`config.mk`:
```
export PLATFORM = sky130hd
export DESIGN_NAME = multi_cycle_ctrl_flat
export DESIGN_NICKNAME = d
export VERILOG_FILES = /design/src/rtl/mips_ctrl_pkg.sv /design/src/rtl/multi_cycle_ctrl_if.sv /design/src/rtl/mc_decode.sv /design/src/rtl/multi_cycle_ctrl.sv /design/src/flat_wrapper.sv
export SDC_FILE = /design/constraint.sdc
export NUM_CORES = 1
export LEC_CHECK = 0
export ABC_CLOCK_PERIOD_IN_PS = 2300
export BUFFER_PORTS_ARGS = -buffer_cell sky130_fd_sc_hd__buf_4
export CORE_MARGIN = 10
export CORE_UTILIZATION = 45
export CTS_BUF_LIST = sky130_fd_sc_hd__clkbuf_16
export DETAILED_ROUTE_END_ITERATION = 12
export PLACE_DENSITY_LB_ADDON = 0.05
export SETUP_SLACK_MARGIN = 0.5
export SYNTH_ARGS = -nofsm -noshare
export SYNTH_HDL_FRONTEND = slang
export SYNTH_SLANG_ARGS = --single-unit
```
`constraint.sdc`:
```
create_clock -name Clk -period 2.3 [get_ports Clk]
set_clock_uncertainty 0.1 [all_clocks]
set_input_delay 0.46 -clock Clk [delete_from_list [all_inputs] [get_ports Clk]]
set_output_delay 0.46 -clock Clk [all_outputs]
set_load 0.02 [all_outputs]
```
`src/rtl/mips_ctrl_pkg.sv`:
```
// Shared encodings for the multi-cycle MIPS controller: states, opcodes, mux selects and the
// per-state Moore output table.
package mips_ctrl_pkg;

  typedef enum logic [3:0] {
    FETCH     = 4'd0,
    DECODE    = 4'd1,
    MEM_ADR   = 4'd2,
    MEM_READ  = 4'd3,
    MEM_WB    = 4'd4,
    MEM_WRITE = 4'd5,
    R_EXEC    = 4'd6,
    R_WB      = 4'd7,
    I_EXEC    = 4'd8,
    I_WB      = 4'd9,
    BRANCH    = 4'd10,
    JUMP      = 4'd11
  } stateT;

  localparam logic [5:0] OpRType = 6'b000000;
  localparam logic [5:0] OpOri   = 6'b001101;
  localparam logic [5:0] OpLw    = 6'b100011;
  localparam logic [5:0] OpSw    = 6'b101011;
  localparam logic [5:0] OpBeq   = 6'b000100;
  localparam logic [5:0] OpJ     = 6'b000010;

  localparam logic [5:0] FnAddu  = 6'b100001;
  localparam logic [5:0] FnSubu  = 6'b100011;

  localparam logic [1:0] AluAdd  = 2'b00;
  localparam logic [1:0] AluSub  = 2'b01;
  localparam logic [1:0] AluOr   = 2'b10;

  localparam logic [1:0] SrcBReg    = 2'b00;
  localparam logic [1:0] SrcBFour   = 2'b01;
  localparam logic [1:0] SrcBImm    = 2'b10;
  localparam logic [1:0] SrcBImmSh2 = 2'b11;

  localparam logic [1:0] PcSrcAlu    = 2'b00;
  localparam logic [1:0] PcSrcAluOut = 2'b01;
  localparam logic [1:0] PcSrcJump   = 2'b10;

  typedef enum logic [2:0] {
    ClsAddu,
    ClsSubu,
    ClsOri,
    ClsLw,
    ClsSw,
    ClsBeq,
    ClsJ,
    ClsIllegal
  } instrClassT;

  typedef struct packed {
    logic       pcWr;
    logic [1:0] pcSource;
    logic       iorD;
    logic       memR;
    logic       memW;
    logic       regW;
    logic       regDst;
    logic       mem2R;
    logic       aluSrcA;
    logic [1:0] aluSrcB;
    logic [1:0] aluCtrl;
    logic       extOp;
    logic       instrDone;
  } mooreT;

  // Outputs that depend only on the state (plus the R-type ALU op, stable once IR is loaded).
  function automatic mooreT mooreOut(stateT s, instrClassT cls);
    mooreT o;
    o       = '0;
    o.extOp = 1'b1;
    case (s)
      FETCH: begin
        o.memR    = 1'b1;
        o.aluSrcB = SrcBFour;
      end
      DECODE: o.aluSrcB = SrcBImmSh2;
      MEM_ADR: begin
        o.aluSrcA = 1'b1;
        o.aluSrcB = SrcBImm;
      end
      MEM_READ: begin
        o.memR = 1'b1;
        o.iorD = 1'b1;
      end
      MEM_WB: begin
        o.regW      = 1'b1;
        o.regDst    = 1'b1;
        o.mem2R     = 1'b1;
        o.instrDone = 1'b1;
      end
      MEM_WRITE: begin
        o.memW = 1'b1;
        o.iorD = 1'b1;
      end
      R_EXEC: begin
        o.aluSrcA = 1'b1;
        o.aluSrcB = SrcBReg;
        o.aluCtrl = (cls == ClsSubu) ? AluSub : AluAdd;
      end
      R_WB: begin
        o.regW      = 1'b1;
        o.instrDone = 1'b1;
      end
      I_EXEC: begin
        o.aluSrcA = 1'b1;
        o.aluSrcB = SrcBImm;
        o.extOp   = 1'b0;
        o.aluCtrl = AluOr;
      end
      I_WB: begin
        o.regW      = 1'b1;
        o.regDst    = 1'b1;
        o.instrDone = 1'b1;
      end
      BRANCH: begin
        o.aluSrcA   = 1'b1;
        o.aluSrcB   = SrcBReg;
        o.aluCtrl   = AluSub;
        o.pcSource  = PcSrcAluOut;
        o.instrDone = 1'b1;
      end
      JUMP: begin
        o.pcSource  = PcSrcJump;
        o.pcWr      = 1'b1;
        o.instrDone = 1'b1;
      end
      default: ;
    endcase
    return o;
  endfunction

endpackage

```
`src/rtl/multi_cycle_ctrl_if.sv`:
```
// Control/status bundle between the multi-cycle controller (master) and the datapath (slave).
interface multi_cycle_ctrl_if;
  logic [5:0] OpCode;
  logic [5:0] funct;
  logic       Zero;
  logic       MemReady;
  logic       PcWr;
  logic [1:0] PcSource;
  logic       IorD;
  logic       MemR;
  logic       MemW;
  logic       IRWrite;
  logic       RegW;
  logic       RegDst;
  logic       Mem2R;
  logic       AluSrcA;
  logic [1:0] AluSrcB;
  logic [1:0] AluCtrl;
  logic       ExtOp;
  logic       InstrDone;
  logic       Illegal;
  logic [3:0] State;

  modport master (
    input  OpCode, funct, Zero, MemReady,
    output PcWr, PcSource, IorD, MemR, MemW, IRWrite, RegW, RegDst, Mem2R,
           AluSrcA, AluSrcB, AluCtrl, ExtOp, InstrDone, Illegal, State
  );

  modport slave (
    output OpCode, funct, Zero, MemReady,
    input  PcWr, PcSource, IorD, MemR, MemW, IRWrite, RegW, RegDst, Mem2R,
           AluSrcA, AluSrcB, AluCtrl, ExtOp, InstrDone, Illegal, State
  );
endinterface

```
`src/rtl/mc_decode.sv`:
```
// Combinational instruction classifier: OpCode/funct to instruction class plus illegal flag.
module mc_decode
  import mips_ctrl_pkg::*;
(
  input  logic [5:0]  OpCode,
  input  logic [5:0]  funct,
  output instrClassT  cls,
  output logic        illegal
);

  always_comb begin
    cls = ClsIllegal;
    case (OpCode)
      OpRType: begin
        if (funct == FnAddu) begin
          cls = ClsAddu;
        end else if (funct == FnSubu) begin
          cls = ClsSubu;
        end
      end
      OpOri:   cls = ClsOri;
      OpLw:    cls = ClsLw;
      OpSw:    cls = ClsSw;
      OpBeq:   cls = ClsBeq;
      OpJ:     cls = ClsJ;
      default: cls = ClsIllegal;
    endcase
  end

  assign illegal = (cls == ClsIllegal);

endmodule

```
`src/rtl/multi_cycle_ctrl.sv`:
```
// Multi-cycle MIPS control FSM: state register, next-state logic and registered Moore outputs,
// with the few handshake-dependent terms combined in after the register.
module multi_cycle_ctrl (
  input  logic                Clk,
  input  logic                Reset,
  multi_cycle_ctrl_if.master  bus
);
  import mips_ctrl_pkg::*;

  instrClassT cls;
  logic       illegal;
  stateT      stateQ;
  stateT      stateD;
  mooreT      outQ;
  logic       inFetch;
  logic       inBranch;
  logic       inMemWrite;
  logic       inDecode;

  mc_decode uDecode (
    .OpCode  (bus.OpCode),
    .funct   (bus.funct),
    .cls     (cls),
    .illegal (illegal)
  );

  always_comb begin
    stateD = FETCH;
    case (stateQ)
      FETCH:     stateD = bus.MemReady ? DECODE : FETCH;
      DECODE: begin
        case (cls)
          ClsLw, ClsSw:     stateD = MEM_ADR;
          ClsAddu, ClsSubu: stateD = R_EXEC;
          ClsOri:           stateD = I_EXEC;
          ClsBeq:           stateD = BRANCH;
          ClsJ:             stateD = JUMP;
          default:          stateD = FETCH;
        endcase
      end
      MEM_ADR:   stateD = (cls == ClsLw) ? MEM_READ : MEM_WRITE;
      MEM_READ:  stateD = bus.MemReady ? MEM_WB : MEM_READ;
      MEM_WRITE: stateD = bus.MemReady ? FETCH : MEM_WRITE;
      R_EXEC:    stateD = R_WB;
      I_EXEC:    stateD = I_WB;
      default:   stateD = FETCH;
    endcase
  end

  // Moore outputs are precomputed from the next state so they are valid from the cycle start.
  always_ff @(posedge Clk) begin
    if (Reset) begin
      stateQ <= FETCH;
      outQ   <= mooreOut(FETCH, cls);
    end else begin
      stateQ <= stateD;
      outQ   <= mooreOut(stateD, cls);
    end
  end

  assign inFetch    = (stateQ == FETCH);
  assign inDecode   = (stateQ == DECODE);
  assign inBranch   = (stateQ == BRANCH);
  assign inMemWrite = (stateQ == MEM_WRITE);

  // Write enables and requests are forced low while Reset is held.
  assign bus.PcWr      = !Reset && (outQ.pcWr || (inFetch && bus.MemReady) ||
                                    (inBranch && bus.Zero));
  assign bus.IRWrite   = !Reset && inFetch && bus.MemReady;
  assign bus.RegW      = !Reset && outQ.regW;
  assign bus.MemW      = !Reset && outQ.memW;
  assign bus.MemR      = !Reset && outQ.memR;
  assign bus.InstrDone = !Reset && (outQ.instrDone || (inMemWrite && bus.MemReady));
  assign bus.Illegal   = !Reset && inDecode && illegal;

  assign bus.PcSource  = outQ.pcSource;
  assign bus.IorD      = outQ.iorD;
  assign bus.RegDst    = outQ.regDst;
  assign bus.Mem2R     = outQ.mem2R;
  assign bus.AluSrcA   = outQ.aluSrcA;
  assign bus.AluSrcB   = outQ.aluSrcB;
  assign bus.AluCtrl   = outQ.aluCtrl;
  assign bus.ExtOp     = outQ.extOp;
  assign bus.State     = stateQ;

endmodule

```
`src/flat_wrapper.sv`:
```
// flat-port wrapper written by rule: the top's interface ports become plain ports
module multi_cycle_ctrl_flat import mips_ctrl_pkg::*;
  (Clk, Reset, bus_OpCode, bus_funct, bus_Zero, bus_MemReady, bus_PcWr, bus_PcSource, bus_IorD, bus_MemR, bus_MemW, bus_IRWrite, bus_RegW, bus_RegDst, bus_Mem2R, bus_AluSrcA, bus_AluSrcB, bus_AluCtrl, bus_ExtOp, bus_InstrDone, bus_Illegal, bus_State);
  multi_cycle_ctrl_if bus_i ();
  input  logic Clk;
  input  logic Reset;
  input wire logic [$bits(bus_i.OpCode)-1:0] bus_OpCode;
  input wire logic [$bits(bus_i.funct)-1:0] bus_funct;
  input wire logic [$bits(bus_i.Zero)-1:0] bus_Zero;
  input wire logic [$bits(bus_i.MemReady)-1:0] bus_MemReady;
  output wire logic [$bits(bus_i.PcWr)-1:0] bus_PcWr;
  output wire logic [$bits(bus_i.PcSource)-1:0] bus_PcSource;
  output wire logic [$bits(bus_i.IorD)-1:0] bus_IorD;
  output wire logic [$bits(bus_i.MemR)-1:0] bus_MemR;
  output wire logic [$bits(bus_i.MemW)-1:0] bus_MemW;
  output wire logic [$bits(bus_i.IRWrite)-1:0] bus_IRWrite;
  output wire logic [$bits(bus_i.RegW)-1:0] bus_RegW;
  output wire logic [$bits(bus_i.RegDst)-1:0] bus_RegDst;
  output wire logic [$bits(bus_i.Mem2R)-1:0] bus_Mem2R;
  output wire logic [$bits(bus_i.AluSrcA)-1:0] bus_AluSrcA;
  output wire logic [$bits(bus_i.AluSrcB)-1:0] bus_AluSrcB;
  output wire logic [$bits(bus_i.AluCtrl)-1:0] bus_AluCtrl;
  output wire logic [$bits(bus_i.ExtOp)-1:0] bus_ExtOp;
  output wire logic [$bits(bus_i.InstrDone)-1:0] bus_InstrDone;
  output wire logic [$bits(bus_i.Illegal)-1:0] bus_Illegal;
  output wire logic [$bits(bus_i.State)-1:0] bus_State;
  assign bus_i.OpCode = bus_OpCode;
  assign bus_i.funct = bus_funct;
  assign bus_i.Zero = bus_Zero;
  assign bus_i.MemReady = bus_MemReady;
  assign bus_PcWr = bus_i.PcWr;
  assign bus_PcSource = bus_i.PcSource;
  assign bus_IorD = bus_i.IorD;
  assign bus_MemR = bus_i.MemR;
  assign bus_MemW = bus_i.MemW;
  assign bus_IRWrite = bus_i.IRWrite;
  assign bus_RegW = bus_i.RegW;
  assign bus_RegDst = bus_i.RegDst;
  assign bus_Mem2R = bus_i.Mem2R;
  assign bus_AluSrcA = bus_i.AluSrcA;
  assign bus_AluSrcB = bus_i.AluSrcB;
  assign bus_AluCtrl = bus_i.AluCtrl;
  assign bus_ExtOp = bus_i.ExtOp;
  assign bus_InstrDone = bus_i.InstrDone;
  assign bus_Illegal = bus_i.Illegal;
  assign bus_State = bus_i.State;
  multi_cycle_ctrl u_core (.Clk(Clk), .Reset(Reset), .bus(bus_i));
endmodule
```
==> flow_results.org <==
** Critical path
- Cell repeated most along the worst path :: sky130_fd_sc_hd__buf_6
- The critical path crosses 13 cells after its start point.
- Data arrives at the worst endpoint at 2.67 ns.
- STA classifies the critical path startpoint as a primary input.
- Required time of the worst setup path :: 2.37 ns
- Depth of the worst register-to-register path :: 8
- Cell-by-cell trace of the critical path :: buf_6, or4b_4, a211o_1, nor2b_4, buf_6, buf_6, buf_6, buf_6, o211ai_1, buf_4, nand3_4, nand3b_1, a21oi_2
- Among cell families on the critical path, the largest total delay comes from simple AND/OR/NAND/NOR gates.
- STA classifies the critical path endpoint as a register.
- The startpoint identified for the worst register-to-register timing path is u_core.bus.State[1].
- In this run the worst path has a maximum fanout of 5.
- Crit-path max cell delay :: 0.53 ns
- Worst Path Buf+Inv :: 6
- Critical Setup Path Class :: primary input to register
- Slowest-stage cell, CP :: sky130_fd_sc_hd__or4b_4
- The setup check on the worst reg-to-reg path leaves a slack of -0.04 ns.
- R2r endpoint :: u_core.outQ[0]

** Floorplanning
- The die is 71.6 µm wide.
- Initial standard-cell utilization of the core :: 0.479
- Core area :: 2500 µm²
- Area of the die :: 5120 µm²
- Die Span Y :: 71.6 µm
- Standard-cell row count :: 18
- Top-Level Pins :: 38

** Yosys
- The share of the Yosys chip area taken by registers is 0.318.
- During synthesis, Yosys emitted a total of 0 warnings.
- Share of the synthesized area in the top cell type :: 0.318
- The average instance in the mapped netlist occupies 8.15 µm².
- Yosys mapped a number of flops with a built-in enable equal to 0.
- The most common cell in the synthesized netlist is sky130_fd_sc_hd__dfxtp_1.
- The cell area that synthesis handed to floorplanning was 1200 µm².
- The most used flip-flop cell after synthesis is sky130_fd_sc_hd__dfxtp_1.
- Synthesis inferred 19 register bits.
- Number of distinct library cells after synthesis :: 53
- sky130_fd_sc_hd__dfxtp_1 takes more of the synthesized area than any other cell.
- Async S/R FF share, synth :: 0
- After synthesis, the cell types taking the most area are sky130_fd_sc_hd__dfxtp_1, sky130_fd_sc_hd__buf_4, sky130_fd_sc_hd__o21ai_0, sky130_fd_sc_hd__inv_1, sky130_fd_sc_hd__nor2_1.
- After synthesis, the most frequently instantiated cells are sky130_fd_sc_hd__dfxtp_1, sky130_fd_sc_hd__inv_1, sky130_fd_sc_hd__nor2_1, sky130_fd_sc_hd__nand2_1, sky130_fd_sc_hd__o21ai_0.
- Post-synthesis net count :: 163
- Cells after synthesis :: 147

** Routing
- Overall routed net length :: 6040 µm
- Detailed-route wire length per cell :: 23.2 µm
- The first TritonRoute pass finished after 5 iterations.
- Drt via density :: 6.23
- Detailed routing inserted a total of 1,621 vias.
- First DRT Iteration DRCs :: 223
- Post-DRT Antenna Nets :: 0
- Remaining design rule violation count :: 0

** Clock tree
- CTS tree :: done
- In this run the number of H-tree levels came out at 1.
- Clock tree synthesis inserted a total of 3 buffers.
- The clock passes through at most 2 buffers.
- CTS saw 19 sinks.
- CTS clk-pin slew, worst paths :: 0.05 ns
- Clock root buffer :: sky130_fd_sc_hd__clkbuf_16
- Clock Latency Late Sink :: 0.25 ns

** Cells and area
- Final-stage net count :: 247
- Fill cells :: 98
- For this run, the share of the core covered by cells in the final layout is 0.901.
- The finished cells cover 2250 µm².
- Area Overhead vs Synth :: 88.1%
- Share of final-layout standard cells stronger than drive strength 1 :: 0.596
- The repair_antennas step left the layout with diodes totalling 0.

** Min path
- In this run the worst hold path is classified as primary input to register.
- Hold-critical path depth :: 2
- For hold timing, the worst endpoint is u_core.bus.AluSrcA.
- Launch instance of the worst min-delay path :: Reset

** Timing
- Setup slack on the critical path of the routed design comes to -0.301 ns.
- In the finished design, the share of the clock period the worst path needs comes to 1.13.
- The count of pins over their slew limit is 0.
- TNS Setup :: -3.81 ns
- Setup violations remaining at the end of the flow were counted as 17.
- Max transition margin :: 0.641
- The total count of hold-check failures in the final report was 0.
- Min Clock Period, post-route :: 2.60 ns
- Static timing analysis puts the maximum clock frequency at 384 MHz.
- At the pin with the least slew margin, the transition time is 0.536 ns.
- Hold timing on the final database bottoms out at a slack of 0.371 ns.
- Setup repair after global routing missed its margin :: true

** Placement
- At the placement stage, the worst setup path has a slack of -0.281 ns.
- Final weighted congestion of routability-driven global placement :: 0.848
- Once placement finished, the instance area stood at 1750 µm².
- In this run the tool buffered the top-level ports with 37 buffer cells.
- Detailed placement finished with a half-perimeter wire length of 2910 µm.

** Power
- Leak Pwr :: 1.01 nW
- Pwr dens :: 404 nW/µm²
- The worst-case IR drop observed on VDD is 0.522 mV.

** Global route
- The via count of the first global-routing pass was 1,552.
- Global-route wire length before repair :: 7570 µm
- Summed over all layers, the global routing overflow is 0.
- Antenna violations before repair :: 0
- Maximum number of pins on one net before global-route repair :: 16
- For this run, the total global-route usage over all layers was measured as 0.179.

** Outcome
- The checks that failed: setup timing.
- The flow ran to the end, but the final reports show violations.

** Run
- Max-cap violations in this run came to 0.
flip-flops by register name, indices dropped and copies added, names as in the netlist:
register             cells
u_core.bus.State         4
u_core.outQ              4
u_core.bus.AluCtrl       2
u_core.bus.AluSrcB       2
u_core.bus.PcSource      2
u_core.bus.AluSrcA       1
u_core.bus.ExtOp         1
u_core.bus.IorD          1
u_core.bus.Mem2R         1
u_core.bus.RegDst        1
worst register-to-register path: stages (launching register included):
cell                        delay (ns)
sky130_fd_sc_hd__dfxtp_4          0.36
sky130_fd_sc_hd__buf_6            0.14
sky130_fd_sc_hd__nand4bb_1        0.26
sky130_fd_sc_hd__a21boi_0         0.33
sky130_fd_sc_hd__o21ai_1          0.17
sky130_fd_sc_hd__a31oi_2          0.28
sky130_fd_sc_hd__inv_1            0.18
sky130_fd_sc_hd__o31a_1           0.32
sky130_fd_sc_hd__o21ai_1          0.11
stage by stage:
stage,total power [mW],std cells
5_1_grt,0.937,260
2_1_floorplan,0.435,147
3_5_place_dp,0.504,231
3_3_place_gp,0.500,231
6_report,0.909,260
4_1_cts,0.869,249
kinds of logic after synthesis:
kind of cell / synth area share
and+or+nand+nor: 0.311
DFF: 0.318
buffers and inverters: 0.113
AOI/OAI and AO/OA: 0.243
xor gates and xnor gates: 0.0146
per-layer routing:
| layer | up-vias | wire length (µm) | track usage |
|---|---|---|---|
| met2 | 149 | 2770 | 0.300 |
| met1 | 747 | 2300 | 0.203 |
| met4 | 0 | 298 | 0.0753 |
| met3 | 35 | 663 | 0.0606 |
| met5 | - | 0 | 0 |
| li1 | 690 | - | - |
final cells by class:
class / instances / area (µm²) / area share
clock buffer: 3 / 75.1 / 0.0333
clock inverter: 1 / 3.75 / 0.00167
tap: 30 / 37.5 / 0.0167
inverter: 11 / 41.3 / 0.0183
timing repair buffer: 94 / 783 / 0.348
multi-input combinational: 102 / 918 / 0.408
sequential: 19 / 393 / 0.174
placed cells by master, fill, tap and decap left out, types with 2 or more instances in the layout:
| cell | netlist | routed |
|---|---|---|
| sky130_fd_sc_hd__nor2_1 | 11 | 8 |
| sky130_fd_sc_hd__nand2_1 | 9 | 9 |
| sky130_fd_sc_hd__nand3b_1 | 2 | 2 |
| sky130_fd_sc_hd__nor2_2 | 0 | 2 |
| sky130_fd_sc_hd__nor3_2 | 1 | 3 |
| sky130_fd_sc_hd__o21ai_0 | 9 | 6 |
| sky130_fd_sc_hd__inv_1 | 11 | 12 |
| sky130_fd_sc_hd__a31oi_1 | 3 | 2 |
| sky130_fd_sc_hd__nor2b_1 | 6 | 4 |
| sky130_fd_sc_hd__dfxtp_1 | 19 | 15 |
| sky130_fd_sc_hd__nor2b_4 | 1 | 3 |
| sky130_fd_sc_hd__a21oi_2 | 1 | 2 |
| sky130_fd_sc_hd__a21oi_1 | 3 | 2 |
| sky130_fd_sc_hd__nor4bb_1 | 2 | 2 |
| sky130_fd_sc_hd__nor3_4 | 0 | 2 |
| sky130_fd_sc_hd__dfxtp_4 | 0 | 3 |
| sky130_fd_sc_hd__o31ai_1 | 2 | 2 |
| sky130_fd_sc_hd__o21ai_1 | 0 | 2 |
| sky130_fd_sc_hd__buf_6 | 1 | 18 |
| sky130_fd_sc_hd__or4b_4 | 0 | 2 |
| sky130_fd_sc_hd__a221o_1 | 2 | 2 |
| sky130_fd_sc_hd__clkbuf_16 | 0 | 3 |
| sky130_fd_sc_hd__nor3_1 | 7 | 3 |
| sky130_fd_sc_hd__buf_4 | 7 | 74 |
| sky130_fd_sc_hd__nand3_1 | 3 | 3 |
| sky130_fd_sc_hd__a21o_1 | 2 | 2 |
| sky130_fd_sc_hd__nand2b_4 | 0 | 3 |
worst max path at each step:
| stage | from | end | slack, ns |
|---|---|---|---|
| after global routing | bus_OpCode[1] | u_core.bus.AluCtrl[0] | -0.38 |
| after global placement | bus_OpCode[1] | bus_Illegal | -0.25 |
| final | bus_OpCode[1] | u_core.bus.AluCtrl[0] | -0.30 |
| after floorplan | bus_OpCode[0] | bus_Illegal | -0.13 |
| after CTS | bus_OpCode[1] | bus_Illegal | -0.25 |
| after detailed placement | bus_OpCode[1] | bus_Illegal | -0.28 |
where the power goes:
group | switching [mW] | internal [mW]
clock network | 0.123 | 0.231
registers | 0.00558 | 0.332
logic | 0.110 | 0.107
timing repair:
item	4_1_cts	5_1_grt
setup endpoints to repair	21	22
hold buffers	0	0
pin swaps	17	12
gates resized for setup	25	24
buffers inserted	14	11
endpoints found under the hold margin	0	0
No activity file was read; power rests on OpenSTA's default activity.
